`src/rtl/cpu_hazard_pkg.sv`:
```
// Shared hazard-tracking constants and the in-flight record type.
package cpu_hazard_pkg;
  localparam int RW = 5;
  localparam int TW = 2;
  localparam logic [TW-1:0] TUSE_NONE = '1;
  localparam logic [RW-1:0] REG_ZERO  = '0;

  typedef struct packed {
    logic [RW-1:0] dst;
    logic [TW-1:0] tnew;
  } hz_rec_t;

  localparam hz_rec_t REC_BUBBLE = '0;
endpackage

```
`src/rtl/hazard_port_match.sv`:
```
// One D-stage read port: youngest-record match, stall request and forward select.
module hazard_port_match #(
  parameter int STAGES = 3,
  parameter int RW     = cpu_hazard_pkg::RW,
  parameter int TW     = cpu_hazard_pkg::TW,
  parameter int SW     = $clog2(STAGES+1)
) (
  input  logic [STAGES-1:0][RW-1:0] stage_dst,
  input  logic [STAGES-1:0][TW-1:0] stage_tnew,
  input  logic [RW-1:0]             src,
  input  logic [TW-1:0]             tuse,
  output logic                      stall_req,
  output logic [SW-1:0]             fwd_sel
);
  logic          hit;
  logic [TW-1:0] hit_tnew;
  logic [SW-1:0] hit_sel;
  logic          port_used;

  assign port_used = (src != '0) && (tuse != {TW{1'b1}});

  always_comb begin
    hit      = 1'b0;
    hit_tnew = '0;
    hit_sel  = '0;
    // Scan from the youngest stage; the first hit shadows every older one.
    for (int k = 0; k < STAGES; k++) begin
      if (!hit && stage_dst[k] == src) begin
        hit      = 1'b1;
        hit_tnew = stage_tnew[k];
        hit_sel  = SW'(k + 1);
      end
    end
    stall_req = 1'b0;
    fwd_sel   = '0;
    if (port_used && hit) begin
      stall_req = (hit_tnew > tuse);
      if (hit_tnew == '0) fwd_sel = hit_sel;
    end
  end
endmodule

```
`src/rtl/hazard_scoreboard.sv`:
```
// Tnew/Tuse scoreboard beside D: record shift register, per-port match, stall OR.
module hazard_scoreboard #(
  parameter  int STAGES = 3,
  parameter  int NRD    = 2,
  parameter  int RW     = cpu_hazard_pkg::RW,
  parameter  int TW     = cpu_hazard_pkg::TW,
  localparam int SW     = $clog2(STAGES+1)
) (
  input  logic                 clk,
  input  logic                 reset,
  input  logic                 d_valid,
  input  logic [RW-1:0]        d_dst,
  input  logic [TW-1:0]        d_tnew,
  input  logic [NRD*RW-1:0]    d_src,
  input  logic [NRD*TW-1:0]    d_tuse,
  input  logic                 flush_e,
  output logic                 stall,
  output logic [NRD*SW-1:0]    fwd_sel,
  output logic [STAGES*RW-1:0] stage_dst,
  output logic [STAGES*TW-1:0] stage_tnew
);
  logic [STAGES-1:0][RW-1:0] dst_q, dst_d;
  logic [STAGES-1:0][TW-1:0] tnew_q, tnew_d;
  logic [NRD-1:0]            stall_req;

  always_comb begin
    dst_d  = dst_q;
    tnew_d = tnew_q;
    if (stall || flush_e || !d_valid) begin
      dst_d[0]  = '0;
      tnew_d[0] = '0;
    end else begin
      dst_d[0]  = d_dst;
      tnew_d[0] = d_tnew;
    end
    // Older stages shift unconditionally, aging tnew toward zero.
    for (int i = 1; i < STAGES; i++) begin
      dst_d[i]  = dst_q[i-1];
      tnew_d[i] = (tnew_q[i-1] == '0) ? '0 : tnew_q[i-1] - TW'(1);
    end
  end

  always_ff @(posedge clk or negedge reset) begin
    if (!reset) begin
      dst_q  <= '0;
      tnew_q <= '0;
    end else begin
      dst_q  <= dst_d;
      tnew_q <= tnew_d;
    end
  end

  for (genvar p = 0; p < NRD; p++) begin : g_port
    hazard_port_match #(.STAGES(STAGES), .RW(RW), .TW(TW), .SW(SW)) u_match (
      .stage_dst  (dst_q),
      .stage_tnew (tnew_q),
      .src        (d_src[p*RW +: RW]),
      .tuse       (d_tuse[p*TW +: TW]),
      .stall_req  (stall_req[p]),
      .fwd_sel    (fwd_sel[p*SW +: SW])
    );
  end

  assign stall      = |stall_req;
  assign stage_dst  = dst_q;
  assign stage_tnew = tnew_q;
endmodule

```
`config.mk`:
```
export PLATFORM = sky130hd
export DESIGN_NAME = hazard_scoreboard
export DESIGN_NICKNAME = d
export VERILOG_FILES = /design/src/rtl/cpu_hazard_pkg.sv /design/src/rtl/hazard_port_match.sv /design/src/rtl/hazard_scoreboard.sv
export SDC_FILE = /design/constraint.sdc
export NUM_CORES = 1
export LEC_CHECK = 0
export ABC_AREA = 1
export BUFFER_PORTS_ARGS = -buffer_cell sky130_fd_sc_hd__buf_2
export CORE_AREA = 2 2 68 76
export CTS_CLUSTER_DIAMETER = 120
export DETAILED_ROUTE_END_ITERATION = 6
export DIE_AREA = 0 0 70 78
export PLACE_DENSITY = 0.6
export SLEW_MARGIN = 20
export SYNTH_ARGS = -nofsm -noshare
export SYNTH_HDL_FRONTEND = slang
export SYNTH_SLANG_ARGS = --single-unit
```
`constraint.sdc`:
```
create_clock -name clk -period 2.7 [get_ports clk]
set_input_delay 0.405 -clock clk [delete_from_list [all_inputs] [get_ports clk]]
set_output_delay 0.405 -clock clk [all_outputs]
set_load 0.05 [all_outputs]
```
==> flow_summary.toml, run 1 <==
[run_status]
status = "complete, but fails checks"
violations = "negative setup slack"

[setup_path]
criticalPathCategory = "reg2out"
crit_end = "stall"
reg2reg_to = "stage_tnew[0]$_DFF_PN0_"
crit_chain = "inv_2 -> nand2_1 -> nand2_1 -> nor2_1 -> nand3_2 -> nand3_2 -> nand3_2 -> nand2_2 -> inv_2 -> ha_4 -> inv_1 -> nor2_1 -> nor2_1 -> a21oi_1 -> nand3_1 -> nand2_1 -> buf_6"
cp-startpoint = "stage_dst[7]$_DFF_PN0_"
cp_slowest_cell = "dfrtp_2"
crit_path_max_fanout = 7
rrSetupSlack_ns = 0.14
arrival_ns = 2.36
reg2reg_depth = 20
required_ns = 2.30
start_kind = "flop"
max_stage_delay_ns = 0.43
end_kind = "output port"
worstReg2RegStart = "stage_dst[7]$_DFF_PN0_"

[timing]
fin_crit_ns = 2.764
max_freq_mhz = 361.8
setup_viol = 1
hold_violations = 0
skew_ns = 0.001876
slew_viol_final = 0
slew_headroom_pct = 68.07
fin_ws_ns = -0.06395
post-route-period-util_pct = 102.4
rsz0062_at_grt = "true"
tightest_slew_ns = 0.4789

[synth]
synth_seq_area_share_pct = 30.50
yosysTopAreaCell = "dfrtp_1"
synth_cell_types = 19
synth_top_area_share_pct = 30.50
syn-cell-area_um2 = 1723
async_flop_share_pct = 100.0
ys_seq_elements = 21
synth.area.top_cells = "dfrtp_1, nand2_1, inv_1, nor2_1, nand3_1"
synth_flop_cell = "dfrtp_1"
synth_edf_count = 0
yosysWarnings = 0
syn_nets = 297
synth_common_cells = "nand2_1, inv_1, nor2_1"
synthCells = 268
yosysMostFrequentCell = "nand2_1"
synth.avg_cell_area_um2 = 6.429

[floorplanning]
die_w_um = 70
dieArea_um2 = 5460
rows = 26
io_pins = 51
fp.dieH_um = 78
start_util_pct = 37.30
coreArea_um2 = 4619

[pwr]
leakagePower_nw = 1.377
ir_worst_vdd_mv = 0.2111
p_total_mw = 0.8347
power_density_nw_per_um2 = 351.7

[route]
via_per_inst = 4.489
drtPass1Iterations = 4
num_vias = 1782
ant_nets = 0
wl_mm = 4.577
detail_route.wl_per_cell_um = 11.53
drc_errors = 0
drt-initial-drc-count = 78

[worst_hold_path]
hold_class = "in2async"

[grt]
grt_overflow = 0
antenna_found_initial = 0
grt_use_total_pct = 16.94
grt_pass1_wl_mm = 7.279
grt_max_degree = 22
grt_pass1_vias = 1628

[clock_tree]
cts-buffers-inserted = 3
cts_root_buf = "clkbuf_8"
tritoncts = "done"
clkLatencyLatePin_ns = 0.27
postCtsHoldBufs = 0
htreeDepth = 1
cts_max_path_buffers = 2
clk_pin_slew_ns = 0.08
cts.sink_count = 21

[placement]
hpwl_mm = 3.495
dp_slack_ns = -0.07703
place_inst = 370
numPortBuffers = 50
gp_congestion = 0.8509

[final_layout]
diodes = 0
finalNonFillerCells = 397
nets = 371
final_layout_size_suffix_gt1_share_pct = 41.94
area_growth_pct = 37.76
nFillCells = 482

[job]
cap_violations = 0
through the flow:
| stage | area [um2] | util [%] | TNS (ns) | hold slack, ns |
|---|---|---|---|---|
| after CTS | 2270 | 49.13 | -0.02280 | 0.1019 |
| after global routing | 2374 | 51.38 | -0.2639 | 0.1283 |
| final | 2374 | 51.38 | -0.06395 | 0.08505 |
| after detailed placement | 2018 | 43.69 | -0.07703 | 0.3959 |
| after floorplan | 1728 | - | 0 | 0.1094 |
| after global placement | 2018 | 43.69 | -0.01664 | 0.3854 |
routing by layer:
layer	GRT usage, %	wire length (um)	up-vias	share of wire (%)
met5	0	0	-	0
met4	8.462	111	0	2.4
met3	2.468	203	9	4.4
met2	29.05	2285	45	50
met1	20.56	1977	776	43
li1	-	-	952	-
cells in the final DEF (no fill, tap or decap), types with 9 or more instances in the layout:
cell,count
buf_2,47
buf_4,28
nand2_2,12
nand3_1,14
inv_1,40
dfrtp_1,16
nand2_1,87
nor2_1,20
nor2_4,9
inv_2,13
worst max-delay path: cells and delay by family, from the launching register on:
kind / cells / cell delay [ns]
AND/OR/NAND/NOR: 11 / 0.98
adder cells (fa/ha/maj): 1 / 0.26
AO/OA/AOI/OAI: 1 / 0.12
buffers and inverters: 4 / 0.29
flip-flops: 1 / 0.43
how the worst min path moves through the flow:
| stage | startpoint | endpoint | depth (start not counted) |
|---|---|---|---|
| 4_1_cts | reset | stage_dst[0]$_DFF_PN0_ | 1 |
| 3_5_place_dp | reset | stage_dst[0]$_DFF_PN0_ | 1 |
| 2_1_floorplan | reset | stage_dst[0]$_DFF_PN0_ | 0 |
| 6_report | reset | stage_dst[5]$_DFF_PN0_ | 1 |
| 3_3_place_gp | reset | stage_dst[5]$_DFF_PN0_ | 1 |
| 5_1_grt | reset | stage_dst[12]$_DFF_PN0_ | 1 |
final cells by class:
cell class / count / area [um2] / share of cell area [%]
Clock buffer: 3 / 41.29 / 1.740
Tap cell: 56 / 70.07 / 2.952
Sequential cell: 21 / 531.8 / 22.40
Timing Repair Buffer: 79 / 490.5 / 20.66
Multi-Input combinational cell: 184 / 1036 / 43.65
Clock inverter: 1 / 5.005 / 0.2109
Inverter: 53 / 198.9 / 8.382
logic make-up after synthesis:
group | after synthesis | synth area share, %
AOI/OAI and AO/OA | 8 | 2.469
and+or+nand+nor | 167 | 45.24
buffers and inverters | 63 | 15.90
DFF | 21 | 30.50
adders and majority gates | 4 | 2.905
xor gates and xnor gates | 5 | 2.978
repair_timing:
| action | 4_1_cts | 5_1_grt |
|---|---|---|
| resized for setup | 21 | 20 |
| setup endpoints to repair | 1 | 10 |
| pin swaps | 14 | 12 |
| setup buffers | 16 | 8 |
power by group:
group	switching [mW]	total (mW)	internal (mW)
Combinational	0.180	0.280	0.0996
Sequential	0.0156	0.342	0.326
Clock	0.110	0.213	0.103
sequential cells by signal (all words and copies together) (netlist names):
register,cells
stage_dst,15
stage_tnew,6
Note: power is estimated with default switching activity, not from simulation.
==> run 2, diff against run 1 <==
Settings changed: CTS_BUF_LIST from default to sky130_fd_sc_hd__clkbuf_16, CTS_CLUSTER_DIAMETER 120 to 200, SETUP_SLACK_MARGIN from default to 0.1.
==> run 2 against run 1 <==
Compared with the run above:
- the flow still finishes with violations (negative setup slack)
- global-route usage up 0.80 points
- hold slack better by 0.022 ns
- final cell count up 1.0%
- critical path type unchanged
- largest cell class unchanged
==> flow_summary.toml, run 2 (same netlist as run 1, synthesis figures left out) <==
[run_status]
status = "complete, but fails checks"
violations = "negative setup slack"

[pwr]
ir_worst_vdd_mv = 0.1937
leakagePower_nw = 1.408
power_density_nw_per_um2 = 385.2
p_total_mw = 0.9398

[timing]
fin_ws_ns = -0.09724
slew_headroom_pct = 67.53
slew_viol_final = 0
rsz0062_at_grt = "true"
post-route-period-util_pct = 103.6
setup_viol = 1
skew_ns = 0.003682
hold_violations = 0
max_freq_mhz = 357.5
fin_crit_ns = 2.797
tightest_slew_ns = 0.4870

[worst_hold_path]
hold_class = "in2async"

[final_layout]
finalNonFillerCells = 401
area_growth_pct = 41.61
nets = 375
layout_commonest_cell = "nand2_1"
final_layout_size_suffix_gt1_share_pct = 42.61
fin_area_um2 = 2440
diodes = 0
largest_reg_flops = 15
final_cell_mix = "nand2_1, buf_2, inv_1, buf_4, nor2_1"

[grt]
antenna_found_initial = 0
grt_pass1_vias = 1730
grt_overflow = 0
grt_pass1_wl_mm = 7.638
grt_max_degree = 22
grt_use_total_pct = 17.73

[clock_tree]
postCtsHoldBufs = 0
cts-buffers-inserted = 3
cts_root_buf = "clkbuf_16"
cts_max_path_buffers = 2
tritoncts = "done"
htreeDepth = 1
clkLatencyLatePin_ns = 0.25
clk_pin_slew_ns = 0.06
cts.sink_count = 21

[floorplanning]
io_pins = 51
dieArea_um2 = 5460
fp.dieH_um = 78
die_w_um = 70
start_util_pct = 37.30
rows = 26
coreArea_um2 = 4619

[setup_path]
start_kind = "flop"
required_ns = 2.30
crit_path_max_fanout = 5
end_kind = "output port"
arrival_ns = 2.39
criticalPathCategory = "reg2out"

[route]
drc_errors = 0
num_vias = 1837
drtPass1Iterations = 4
detail_route.wl_per_cell_um = 11.73
wl_mm = 4.702
ant_nets = 0
via_per_inst = 4.581
drt-initial-drc-count = 79

[placement]
numPortBuffers = 50
dpl_cell_area_um2 = 2067
gp_congestion = 0.8390
hpwl_mm = 3.500
place_inst = 376

[job]
cap_violations = 0
## run 2: cell count changes in the layout (fill, tap and decap cells not counted), sizes merged
cell    change
clkinv      -1
inv         +1
buf         +4
## run 2: worst paths after layout
kind,startpoint,to,slack [ns],depth (start not counted)
min in group clk,d_dst[0],stage_dst[0]$_DFF_PN0_,0.35,3
setup / recovery,stage_dst[8]$_DFF_PN0_,stall,-0.1,18
setup reg to reg,stage_dst[8]$_DFF_PN0_,stage_dst[2]$_DFF_PN0_,0.13,20
hold / removal,reset,stage_dst[6]$_DFF_PN0_,0.11,1
max in group asynchronous,reset,stage_dst[7]$_DFF_PN0_,2.23,1
hold reg to reg,stage_dst[6]$_DFF_PN0_,stage_dst[11]$_DFF_PN0_,0.45,0
## run 2: layer usage
metal / up-vias / global-route usage (%) / wire length (um) / part of all wire (%)
met2: 42 / 31.81 / 2428 / 52
met1: 826 / 21.08 / 1991 / 42
met3: 11 / 3.117 / 177 / 3.8
met5: - / 0 / 0 / 0
li1: 958 / - / - / -
met4: 0 / 6.346 / 104 / 2.2
## run 2: critical path, cell delays in order (launching register included)
cell and delay [ns]:
dfrtp_1 0.40, inv_1 0.07, nand2_1 0.05, nand2_1 0.07, nor2_2 0.16, inv_1 0.10, nor2_4 0.15, nand3_2 0.10
nand3_2 0.09, nand2_2 0.06, inv_2 0.07, ha_4 0.13, inv_2 0.03, nor2_2 0.06, nor2_1 0.05, a21oi_1 0.15
nand3_1 0.15, nand2_2 0.11, buf_8 0.14
## run 2: cell type report
cell class              instances  area, um2
fillers                       465       2180
multi-input cells             184       1026
flip-flops and latches         21      533.0
repair buffers                 83      533.0
inverters                      53      198.9
clock buffers                   3      75.07
well taps                      56      70.07
clock inverters                 1      3.754
## run 2: repair_timing
| action | 4_1_cts | 5_1_grt |
|---|---|---|
| setup endpoints to repair | 1 | 12 |
| resized for setup | 27 | 14 |
| setup buffers | 16 | 5 |
| pin swaps | 16 | 17 |
## run 2: where the power goes
part / internal (mW) / switching (mW)
logic: 0.103 / 0.182
registers: 0.327 / 0.0155
clock network: 0.197 / 0.115
## run 2: through the flow
step	hold slack [ns]	worst slack [ns]	setup TNS (ns)	utilization, %
floorplan	0.1094	0.1741	0	-
global placement	0.3907	-0.04155	-0.04155	44.75
detailed placement	0.4008	-0.08694	-0.08694	44.75
CTS	0.1302	-0.001440	-0.001440	51.22
global route	0.1509	-0.2436	-0.8735	52.82
finish	0.1075	-0.09724	-0.09724	52.82
==> run 3, diff against run 2 <==
Settings changed: ABC_AREA 1 to default, CORE_AREA 2 2 68 76 to 2 2 62 70, DIE_AREA 0 0 70 78 to 0 0 64 72, PLACE_DENSITY 0.6 to default.
==> run 3 against run 2 <==
Compared with the run above:
- the run still ends with negative setup slack left
- clock power about the same
- cell area down 5.9%
- highest routed layer unchanged
- area after synthesis is 18% lower
- via count decreased by 26%
- critical path type unchanged
==> flow_summary.toml, run 3 <==
[run_status]
status = "complete, but fails checks"
violations = "negative setup slack"

[setup_path]
crit_end = "stall"
worstReg2RegStart = "stage_dst[14]$_DFF_PN0_"
crit_top_cell = "a21oi_2"
start_kind = "flop"
end_kind = "output port"
cp-startpoint = "stage_dst[10]$_DFF_PN0_"
crit_path_max_fanout = 3
required_ns = 2.30
reg2reg_to = "stage_dst[3]$_DFF_PN0_"
reg2reg_depth = 11
arrival_ns = 2.54
criticalPathCategory = "reg2out"
max_stage_delay_ns = 0.42
crit_chain = "nor2b_1 -> a2111o_1 -> nor3_4 -> nand3b_1 -> a31oi_4 -> ha_4 -> a21oi_2 -> a21oi_2 -> nand2_2 -> a2bb2oi_4 -> inv_4 -> buf_8"
rrSetupSlack_ns = 0.22
cp_slowest_cell = "a2111o_1"

[placement]
hpwl_mm = 3.114
dp_slack_ns = -0.3413
gp_congestion = 0.9042
place_inst = 267
dpl_cell_area_um2 = 1896
numPortBuffers = 50

[route]
num_vias = 1357
detail_route.wl_per_cell_um = 14.70
ant_nets = 0
via_per_inst = 4.864
drt-initial-drc-count = 31
wl_mm = 4.102
drtPass1Iterations = 4
drc_errors = 0

[synth]
synth.area.top_cells = "dfrtp_1, xor2_1, buf_4, xnor2_1, ha_1"
synthCells = 145
ys_seq_elements = 21
synth_seq_area_share_pct = 37.14
synth_cell_types = 38
syn-cell-area_um2 = 1415
synth_flop_cell = "dfrtp_1"
synth_edf_count = 0
yosysTopAreaCell = "dfrtp_1"
synth.avg_cell_area_um2 = 9.759
yosysWarnings = 0
syn_nets = 174
synth_top_area_share_pct = 37.14
async_flop_share_pct = 100.0
yosysMostFrequentCell = "dfrtp_1"
synth_common_cells = "dfrtp_1, xor2_1, inv_1"

[grt]
grt_overflow = 0
antenna_found_initial = 0
grt_pass1_vias = 1441
grt_use_total_pct = 18.11
grt_max_degree = 22
grt_pass1_wl_mm = 6.499

[worst_hold_path]
hold_class = "in2async"

[floorplanning]
start_util_pct = 36.53
die_w_um = 64
io_pins = 51
dieArea_um2 = 4608
rows = 24
fp.dieH_um = 72
coreArea_um2 = 3874

[timing]
max_freq_mhz = 339.1
whs_ns = 0.1023
setup_tns_ns = -0.3323
hold_violations = 0
fin_crit_ns = 2.949
rsz0062_at_grt = "true"
skew_ns = 0.002215
fin_ws_ns = -0.2488
slew_viol_final = 0
post-route-period-util_pct = 109.2
slew_headroom_pct = 68.23
tightest_slew_ns = 0.4766
setup_viol = 2

[final_layout]
area_growth_pct = 62.16
finalNonFillerCells = 279
final_cell_mix = "buf_2, buf_4, xor2_1, dfrtp_1, buf_6"
layout_commonest_cell = "buf_2"
final_layout_size_suffix_gt1_share_pct = 61.67
nets = 257
fin_area_um2 = 2295
final_util_pct = 59.24
largest_reg_flops = 15
diodes = 0

[pwr]
p_clk_share_pct = 33.6
p_total_mw = 0.9245
p_comb_share_pct = 29.4
p_int_mw = 0.6408
power_frac_seq_pct = 37.0
ir_worst_vdd_mv = 0.2965
leakagePower_nw = 1.119
power.switching_mw = 0.2837
sw_frac_of_total_pct = 30.69
power_density_nw_per_um2 = 402.9

[job]
cap_violations = 0

[clock_tree]
tritoncts = "done"
cts_root_buf = "clkbuf_16"
clkLatencyLatePin_ns = 0.25
clk_pin_slew_ns = 0.06
htreeDepth = 1
cts.sink_count = 21
postCtsHoldBufs = 0
cts_max_path_buffers = 2
cts-buffers-inserted = 3
-- run 3: final cells by class --
cell class / count / area [um2]
Clock buffer: 3 / 75.07
Clock inverter: 1 / 3.754
Fill cell: 316 / 1579
Inverter: 12 / 47.55
Multi-Input combinational cell: 102 / 980.9
Sequential cell: 21 / 533.0
Tap cell: 52 / 65.06
Timing Repair Buffer: 88 / 589.3
-- run 3: worst min-delay path by stage --
stage / start / end / slack, ns / cells after the start
floorplan: reset / stage_dst[0]$_DFF_PN0_ / 0.11 / 0
global placement: reset / stage_dst[6]$_DFF_PN0_ / 0.37 / 1
detailed placement: reset / stage_dst[8]$_DFF_PN0_ / 0.39 / 1
CTS: reset / stage_dst[8]$_DFF_PN0_ / 0.12 / 1
global route: reset / stage_dst[8]$_DFF_PN0_ / 0.14 / 1
finish: reset / stage_dst[8]$_DFF_PN0_ / 0.10 / 1
-- run 3: power by group through the flow --
stage / clock network [mW] / logic, mW / registers (mW)
3_5_place_dp: 0 / 0.228 / 0.347
5_1_grt: 0.330 / 0.291 / 0.344
2_1_floorplan: 0 / 0.123 / 0.365
6_report: 0.310 / 0.272 / 0.342
3_3_place_gp: 0 / 0.222 / 0.347
4_1_cts: 0.316 / 0.247 / 0.341
-- run 3: logic make-up (layout without fill, tap and decap cells) --
family	Yosys count	in the layout	synth area share [%]
xor+xnor	26	26	17.68
compound gates	18	18	11.85
buf+inv	22	104	8.488
simple gates	54	54	21.31
fa+ha+maj	4	4	3.537
flops	21	21	37.13
-- run 3: critical path, delay by kind of cell (launching register included) --
family | cells | cell delay (ns)
AO/OA/AOI/OAI | 5 | 0.98
AND/OR/NAND/NOR | 4 | 0.51
flip-flops | 1 | 0.38
buffers and inverters | 2 | 0.18
adder cells (fa/ha/maj) | 1 | 0.23
-- run 3: routing by layer --
| metal | routed length, um | vias to the layer above | GRT usage, % |
|---|---|---|---|
| li1 | - | 659 | - |
| met3 | 187 | 11 | 2.326 |
| met2 | 2220 | 48 | 33.22 |
| met5 | 0 | - | 0 |
| met1 | 1585 | 639 | 20.52 |
| met4 | 109 | 0 | 9.179 |
-- run 3: what timing repair did --
action,CTS,global route
setup buffers,3,5
setup endpoints to repair,12,12
pin swaps,16,21
gates resized for setup,22,34
